$ cat src/rtl/piso_pkg.sv
// rtl/piso_pkg.sv - shared state encodings and sizing helpers for the PISO serializer
// Frame length depends on PISO_SERIALIZER_PARITY_EN.
package piso_pkg;

    typedef enum logic {
        ST_IDLE  = 1'b0,
        ST_SHIFT = 1'b1
    } state_e;

    // Bits per frame: data bits, plus one parity bit when parity is built in.
    function automatic int frame_bits(input int width);
`ifdef PISO_SERIALIZER_PARITY_EN
        return width + 1;
`else
        return width;
`endif
    endfunction

    function automatic int cnt_w(input int n);
        return ($clog2(n) < 1) ? 1 : $clog2(n);
    endfunction

endpackage

$ cat src/rtl/bit_period_counter.sv
// rtl/bit_period_counter.sv - mod-CLKS_PER_BIT counter, bit_tick_o on the last cycle of each bit
module bit_period_counter
    import piso_pkg::*;
#(
    parameter int CLKS_PER_BIT = 1
) (
    input  logic clk_i,
    input  logic rst_i,
    input  logic clear_i,
    output logic bit_tick_o
);

    localparam int CW = cnt_w(CLKS_PER_BIT);
    localparam logic [CW-1:0] LAST = CW'(CLKS_PER_BIT - 1);

    logic [CW-1:0] div_cnt_q;
    logic [CW-1:0] div_cnt_d;

    assign bit_tick_o = (div_cnt_q == LAST);

    always_comb begin
        div_cnt_d = div_cnt_q + CW'(1);
        if (clear_i || bit_tick_o) begin
            div_cnt_d = '0;
        end
    end

    always_ff @(posedge clk_i) begin
        if (rst_i) begin
            div_cnt_q <= '0;
        end else begin
            div_cnt_q <= div_cnt_d;
        end
    end

endmodule

$ cat src/rtl/piso_serializer.sv
// rtl/piso_serializer.sv - parallel-in serial-out transmitter with valid/ready load
// Optional even-parity bit after the data bits when PISO_SERIALIZER_PARITY_EN is defined.
module piso_serializer
    import piso_pkg::*;
#(
    parameter int   WIDTH        = 8,
    parameter int   CLKS_PER_BIT = 1,
    parameter int   MSB_FIRST    = 0,
    parameter logic IDLE_LEVEL   = 1'b1
) (
    input  logic             clock_pos,
    input  logic             reset_pos,
    input  logic [WIDTH-1:0] data_in,
    input  logic             load_valid,
    output logic             load_ready,
    output logic             serial_out,
    output logic             frame_active,
    output logic             done_pulse
);

    localparam int FB  = frame_bits(WIDTH);
    localparam int BCW = cnt_w(WIDTH + 1);
    localparam logic [BCW-1:0] LAST_BIT = BCW'(FB - 1);

    if (WIDTH < 1) begin : g_bad_width
        $error("piso_serializer: WIDTH must be at least 1");
    end
    if (CLKS_PER_BIT < 1) begin : g_bad_cpb
        $error("piso_serializer: CLKS_PER_BIT must be at least 1");
    end

    state_e         state_q, state_d;
    logic [FB-1:0]  shreg_q, shreg_d;
    logic [BCW-1:0] bit_cnt_q, bit_cnt_d;
    logic           serial_q, serial_d;
    logic           done_q, done_d;
    logic [FB-1:0]  frame_word;
    logic           bit_tick;

    bit_period_counter #(
        .CLKS_PER_BIT(CLKS_PER_BIT)
    ) u_bit_period_counter (
        .clk_i      (clock_pos),
        .rst_i      (reset_pos),
        .clear_i    (state_q == ST_IDLE),
        .bit_tick_o (bit_tick)
    );

    // The bit on the leading edge of the register is always the one on the line.
    function automatic logic lead_bit(input logic [FB-1:0] w);
        return (MSB_FIRST != 0) ? w[FB-1] : w[0];
    endfunction

    always_comb begin
`ifdef PISO_SERIALIZER_PARITY_EN
        frame_word = (MSB_FIRST != 0) ? {data_in, ^data_in} : {^data_in, data_in};
`else
        frame_word = data_in;
`endif
    end

    always_ff @(posedge clock_pos) begin
        if (reset_pos) begin
            state_q   <= ST_IDLE;
            shreg_q   <= '0;
            bit_cnt_q <= '0;
            serial_q  <= IDLE_LEVEL;
            done_q    <= 1'b0;
        end else begin
            state_q   <= state_d;
            shreg_q   <= shreg_d;
            bit_cnt_q <= bit_cnt_d;
            serial_q  <= serial_d;
            done_q    <= done_d;
        end
    end

    always_comb begin
        state_d   = state_q;
        shreg_d   = shreg_q;
        bit_cnt_d = bit_cnt_q;
        serial_d  = serial_q;
        done_d    = 1'b0;
        case (state_q)
            ST_IDLE: begin
                serial_d  = IDLE_LEVEL;
                bit_cnt_d = '0;
                if (load_valid) begin
                    state_d  = ST_SHIFT;
                    shreg_d  = frame_word;
                    serial_d = lead_bit(frame_word);
                end
            end
            ST_SHIFT: begin
                if (bit_tick) begin
                    if (bit_cnt_q == LAST_BIT) begin
                        state_d  = ST_IDLE;
                        serial_d = IDLE_LEVEL;
                        done_d   = 1'b1;
                    end else begin
                        // Rotate rather than shift so every register bit stays live.
                        shreg_d = (MSB_FIRST != 0)
                                ? ((shreg_q << 1) | (shreg_q >> (FB - 1)))
                                : ((shreg_q >> 1) | (shreg_q << (FB - 1)));
                        serial_d  = lead_bit(shreg_d);
                        bit_cnt_d = bit_cnt_q + BCW'(1);
                    end
                end
            end
            default: state_d = ST_IDLE;
        endcase
    end

    always_comb begin
        load_ready   = (state_q == ST_IDLE);
        frame_active = (state_q == ST_SHIFT);
        serial_out   = serial_q;
        done_pulse   = done_q;
    end

endmodule
$ cat config.mk
export PLATFORM = sky130hd
export DESIGN_NAME = piso_serializer
export DESIGN_NICKNAME = d
export VERILOG_FILES = /design/src/rtl/piso_pkg.sv /design/src/rtl/bit_period_counter.sv /design/src/rtl/piso_serializer.sv
export SDC_FILE = /design/constraint.sdc
export NUM_CORES = 1
export LEC_CHECK = 0
export CAP_MARGIN = 25
export CORE_ASPECT_RATIO = 1.1
export CORE_MARGIN = 2
export CORE_UTILIZATION = 44
export CTS_CLUSTER_SIZE = 28
export DETAILED_ROUTE_END_ITERATION = 8
export GPL_TIMING_DRIVEN = 1
export PLACE_DENSITY = 0.8
export SLEW_MARGIN = 20
export SYNTH_ARGS = -nofsm -noshare
export SYNTH_HDL_FRONTEND = slang
export SYNTH_SLANG_ARGS = --single-unit
$ cat constraint.sdc
create_clock -name clock_pos -period 1.4 [get_ports clock_pos]
set_input_delay 0.21 -clock clock_pos [delete_from_list [all_inputs] [get_ports clock_pos]]
set_output_delay 0.21 -clock clock_pos [all_outputs]
set_load 0.03 [all_outputs]
==> run metrics, run 1 <==
clock slew at reported path FFs ~100 ps; WL met3 about 70 microns; starting density of the core 0.473; RR Startpoint bit_cnt_q[0]; Netlist cell types 26; Setup crit end kind register; path depth of the worst reg2reg path 4; vias in the first global route between 600 and 700; DR WL/cell approximately 15 microns; Crit-path slowest cell or4_1; PwrDens 910 nW/um^2; Synth Area per Inst 9.55 sq um; Leak just under 0.4 nW; CP Class register to register; core area 1600 sq um; GR Util All Layers 0.181; num rows 15; number of synthesized register bits 16; Mapped Area roughly 750 sq um; Final period util 1.00; total wire length about 1700 microns; GRT overflow 0; Setup Skew about 11 ps; reg-to-reg critical path endpoint serial_out; drt initial violations 2; asr flop ratio synth 0; CTS tree yes; # placed instances between 100 and 150; maximum vdd drop between 0.0007 and 0.0008 V; top post-synthesis cells by area dfxtp_1 (42%), a211oi_1 (16%), mux2i_1 (11%); CP Buf/Inv Count 0; failing checks negative setup slack; Syn Nets between 90 and 100; Reg power frac 0.538; Main synth FF type dfxtp_1; io pins 15; share of layout cells above drive strength 1 0.267; DR DRC count 0; IO Port Bufs 14; combinational power share 0.193; status finished with violations; postcts setup bufs 0; fin nets 114; met2 wire len around 860 microns; number of flops mapped to enable cells by yosys 0; Psw about 0.00025 W; first-pass GRT wire length roughly 2800 microns; fin. max-slew vios 0; initial antenna violation count 0; Max clock buf depth 2; r2r setup slk -2 ps; Placement Cell Area about 990 sq um; Filler cells 145; remaining antenna violation count 0; post-route cell area between 1000 and 1500 sq um; switch share 0.267; max cap viols 0; die span in y between 40 and 50 microns; Int Power 0.000692 W; GPL Wtd Cong approximately 0.73; met1 WL between 700 and 800 microns; Crit Path Max Fanout 4; Setup Viol. Count Final 1; DRT Pass-1 Iters 4; CTS Sinks 16; Final min period about 1400 ps; via/cell ratio ~5.8; RSZ-0062 raised after global routing yes; sequential area share after synthesis 0.425; CP peak stage delay 400 ps; HP Class register to register; crit path to serial_out; Final Hold Fails 0; die area roughly 2100 sq um; hold bufs inserted after CTS 0; CP arrival 1580 ps; area leader, netlist dfxtp_1; CP startpoint bit_cnt_q[0]; cell family with most CP delay simple AND/OR/NAND/NOR gates; worst path required time about 1600 ps; CP cell instances ha_4, and3b_1, or4_1, a21o_1; area grow syn2layout 37.6%; post-route setup slack -1.72 ps; CP startpoint kind register; Warnings, synthesis 0; Non-Filler Instances between 100 and 150; CTS root buffer clkbuf_4; Stages on worst setup path 4; Sum Neg Setup Slack -1.72 ps; largest net degree at the start of global routing 11; Max Freq approximately 700 MHz; clock group share of total power 0.269; deepest level of the CTS H-tree 1; CTS Buf Count 3; top-area cell type share of the netlist area 0.425; Syn Inst Count between 70 and 80; top sig layer met4; antenna cells 0; Die Wd approximately 43 microns; Detail Placement HPWL between 1000 and 1500 microns; Vias 680; worst skew pair latency ~290 ps
==> area by class of cell <==
| cell class | count | area, sq um | share of cell area |
|---|---|---|---|
| clock buffers | 4 | 26.3 | 0.0253 |
| inverters | 3 | 15.0 | 0.0145 |
| multi-input cells | 52 | 420 | 0.405 |
| flip-flops and latches | 16 | 327 | 0.314 |
| well taps | 17 | 21.3 | 0.0205 |
| repair buffers | 26 | 229 | 0.220 |
==> metrics by stage <==
| step | util | power, W | hold slack, ps | setup slack [ps] |
|---|---|---|---|---|
| after CTS | 0.631 | 0.000942 | 528 | -5.78 |
| after detailed placement | 0.618 | 0.000696 | 513 | -139 |
| after global routing | 0.651 | 0.000984 | 565 | -45.6 |
| after global placement | 0.618 | 0.000689 | 490 | -81.8 |
| final | 0.651 | 0.000945 | 528 | -1.72 |
| after floorplan | - | 0.000620 | 370 | -92.8 |
==> power groups by stage <==
| stage | Combinational, W | Clock (W) | Sequential (W) |
|---|---|---|---|
| after floorplan | 0.000104 | 0 | 0.000516 |
| after global placement | 0.000172 | 0 | 0.000517 |
| after detailed placement | 0.000178 | 0 | 0.000518 |
| after CTS | 0.000175 | 0.000260 | 0.000508 |
| after global routing | 0.000198 | 0.000275 | 0.000511 |
| final | 0.000182 | 0.000254 | 0.000509 |
==> cells in the mapped netlist (all sizes together) (3+ instances only) <==
library cell and count:
mux2i 8, a211oi 16, a21oi 4, inv 3, buf 4, clkbuf 4
dfxtp 16
==> worst min path at each step <==
stage / from / end / slack (ps) / cells after the start
2_1_floorplan: load_valid / frame_active / 370 / 2
3_3_place_gp: bit_cnt_q[3] / bit_cnt_q[3] / 490 / 2
3_5_place_dp: bit_cnt_q[3] / bit_cnt_q[3] / 510 / 2
4_1_cts: bit_cnt_q[3] / bit_cnt_q[3] / 530 / 2
5_1_grt: frame_active / frame_active / 570 / 1
6_report: frame_active / frame_active / 530 / 1
==> sequential cells by signal, summed over array words and instances (netlist names) <==
signal and count:
shreg_q 8, serial_out 1, frame_active 1, done_pulse 1
u_bit_period_counter.div_cnt_q 1, bit_cnt_q 4
==> what timing repair did <==
| action | CTS | global route |
|---|---|---|
| endpoints found under the setup margin | 6 | 11 |
| resized for setup | 4 | 9 |
| pin swaps | 1 | 0 |
==> layout by cell type, fill, tap and decap left out, types with 2 or more instances in the layout <==
cell type / n
a211oi_1: 15
dfxtp_1: 13
buf_4: 11
clkdlybuf4s50_1: 10
mux2i_1: 8
dlygate4sd2_1: 4
clkbuf_4: 3
inv_1: 2
nand3_1: 2
o21ai_0: 2
a21oi_1: 2
a21oi_2: 2
nor3_1: 2
dfxtp_2: 2
==> metal layers <==
metal  vias up  track usage
met5         -            0
met4         0       0.0727
met3         4       0.0340
met2        17        0.307
met1       317        0.230
li1        342            -
==> cell families after synthesis <==
family,after synthesis,synth area share
AND/OR/NAND/NOR,15,0.129
buffers and inverters,11,0.0696
adder cells (fa/ha/maj),1,0.0166
flip-flops,16,0.425
multiplexers,8,0.106
other,1,0.00497
AO/OA/AOI/OAI,27,0.249
No activity file was read; power rests on OpenSTA's default activity.
==> inputs of run 2 (changes only) <==
--- a/config.mk
+++ b/config.mk
@@ -17,3 +17,4 @@
 export SYNTH_ARGS = -nofsm -noshare
 export SYNTH_HDL_FRONTEND = slang
 export SYNTH_SLANG_ARGS = --single-unit
+export TNS_END_PERCENT = 1
==> run metrics, run 2 (synthesized netlist as in run 1, its figures left out) <==
Crit-path slowest cell or4_1; DR DRC count 0 (unchanged); antenna cells 0 (unchanged); initial antenna violation count 0 (unchanged); maximum vdd drop 0.000594 V (-21%); remaining antenna violation count 0 (unchanged); Setup crit end kind register; CP arrival 1600 ps (+20 ps); Sum Neg Setup Slack 0 ps (+1.72 ps); post-route cell area 1020 sq um (-1.6%); Leak 0.398 nW (+0.58%); core area 1600 sq um (unchanged); post-route setup slack 0.644 ps (+2.36 ps); GR Util All Layers 0.197 (+0.0162); r2r setup slk 0.6 ps (about the same); CTS Buf Count 3 (unchanged); clock slew at reported path FFs 90 ps (about the same); largest net degree at the start of global routing 11 (unchanged); io pins 15 (unchanged); via/cell ratio 5.83 (+1.2%); DR WL/cell 14.0 microns (-4.2%); die span in y 47.4 microns (unchanged); max cap viols 0 (unchanged); most frequent cells in the layout a211oi_1 (16), dfxtp_1 (12), buf_4 (12); max reg flops 8 (unchanged); fin nets 114 (unchanged); Max Freq 715 MHz (+0.17%); register with the most flip-flops shreg_q; Stages on worst setup path 4 (unchanged); CTS Sinks 16 (unchanged); first-pass GRT wire length 2900 microns (+5.5%); RSZ-0062 raised after global routing yes; worst skew pair latency 290 ps (about the same); CP Buf/Inv Count 0 (unchanged); HP Start bit_cnt_q[3]; Setup Skew 1.07 ps (-9.62 ps); Filler cells 133 (-8.3%); Placement Cell Area 972 sq um (-1.4%); worst hold path stage count 2 (+1); area grow syn2layout 35.5%; Final min period 1400 ps (-2.36 ps); Final Hold Fails 0 (unchanged); Setup Viol. Count Final 0 (-1); die area 2060 sq um (unchanged); GPL Wtd Cong 0.734 (+1.1%); Final period util 1.00 (-0.00169); commonest non-fill, non-tap cell in the layout a211oi_1; HP Class register to register; worst path required time 1600 ps (+20 ps); vias in the first global route 663 (-0.30%); DRT Pass-1 Iters 4 (unchanged); share of layout cells above drive strength 1 0.238 (-0.0297); Largest regs shreg_q x8, bit_cnt_q x4; CP cell instances ha_4, and3b_2, or4_1, a21o_1; CP peak stage delay 400 ps (about the same); total wire length 1650 microns (-4.2%); fin. max-slew vios 0 (unchanged); RR Startpoint bit_cnt_q[0]; GRT overflow 0 (unchanged); CTS root buffer clkbuf_4; Max clock buf depth 2 (unchanged); CP Class register to register; num rows 15 (unchanged); Hold EP bit_cnt_q[3]; drt initial violations 13 (+11); Place WS -109 ps (+30.2 ps); starting density of the core 0.473 (unchanged); CP startpoint kind register; IO Port Bufs 14 (unchanged); Crit Path Max Fanout 4 (unchanged); Detail Placement HPWL 1200 microns (-5.1%); reg-to-reg critical path endpoint serial_out; deepest level of the CTS H-tree 1 (unchanged); path depth of the worst reg2reg path 4 (unchanged); Vias 688 (+1.2%); postcts setup bufs 0 (unchanged); PwrDens 972 nW/um^2 (+6.8%); cell family with most CP delay simple AND/OR/NAND/NOR gates; status finished, final reports clean; Die Wd 43.5 microns (unchanged); CTS tree yes
[run 2: area by class of cell]
class	count	area [sq um]	share of cell area
well taps	17	21.3	0.0208
repair buffers	26	226	0.222
flip-flops and latches	16	328	0.321
multi-input cells	52	395	0.387
clock buffers	4	36.3	0.0355
inverters	3	15.0	0.0147
[run 2: power breakdown]
part / switching (W) / total, W / internal (W)
clock network: 0.000154 / 0.000313 / 0.000159
registers: 0.0000247 / 0.000510 / 0.000485
logic: 0.0000783 / 0.000171 / 0.0000926
[run 2: through the flow]
step	util	cells	hold WS, ps	power [W]
2_1_floorplan	-	79	370	0.000619
3_3_place_gp	0.609	114	486	0.000686
3_5_place_dp	0.609	114	508	0.000692
4_1_cts	0.629	118	525	0.00100
5_1_grt	0.641	118	555	0.00104
6_report	0.641	118	528	0.000993
[run 2: worst max-delay path by stage]
stage	startpoint	to	slack, ps
6_report	bit_cnt_q[0]	serial_out	0.6
5_1_grt	bit_cnt_q[0]	serial_out	-40
4_1_cts	bit_cnt_q[0]	serial_out	-40
3_5_place_dp	load_valid	shreg_q[5]	-110
3_3_place_gp	load_valid	shreg_q[5]	-90
2_1_floorplan	frame_active	serial_out	-90
[run 2: what timing repair did]
item / in CTS / in global routing
gates resized for setup: 4 / 7
hold buffers: 0 / 0
endpoints found under the setup margin: 6 / 5
cloned: 0 / 0
pin swaps: 0 / 3
[run 2: worst register-to-register path, cell delays in order, from the launching register on]
cell and delay, ps:
dfxtp_2 350, ha_4 160, and3b_2 210, or4_1 400
a21o_1 190
[run 2: layer usage]
metal	global-route usage	wire length, microns	vias to the layer above	part of all wire
li1	-	-	350	-
met1	0.237	797	318	0.48
met2	0.331	745	15	0.45
met3	0.0340	57	5	0.035
met4	0.127	46	0	0.028
met5	0	0	-	0
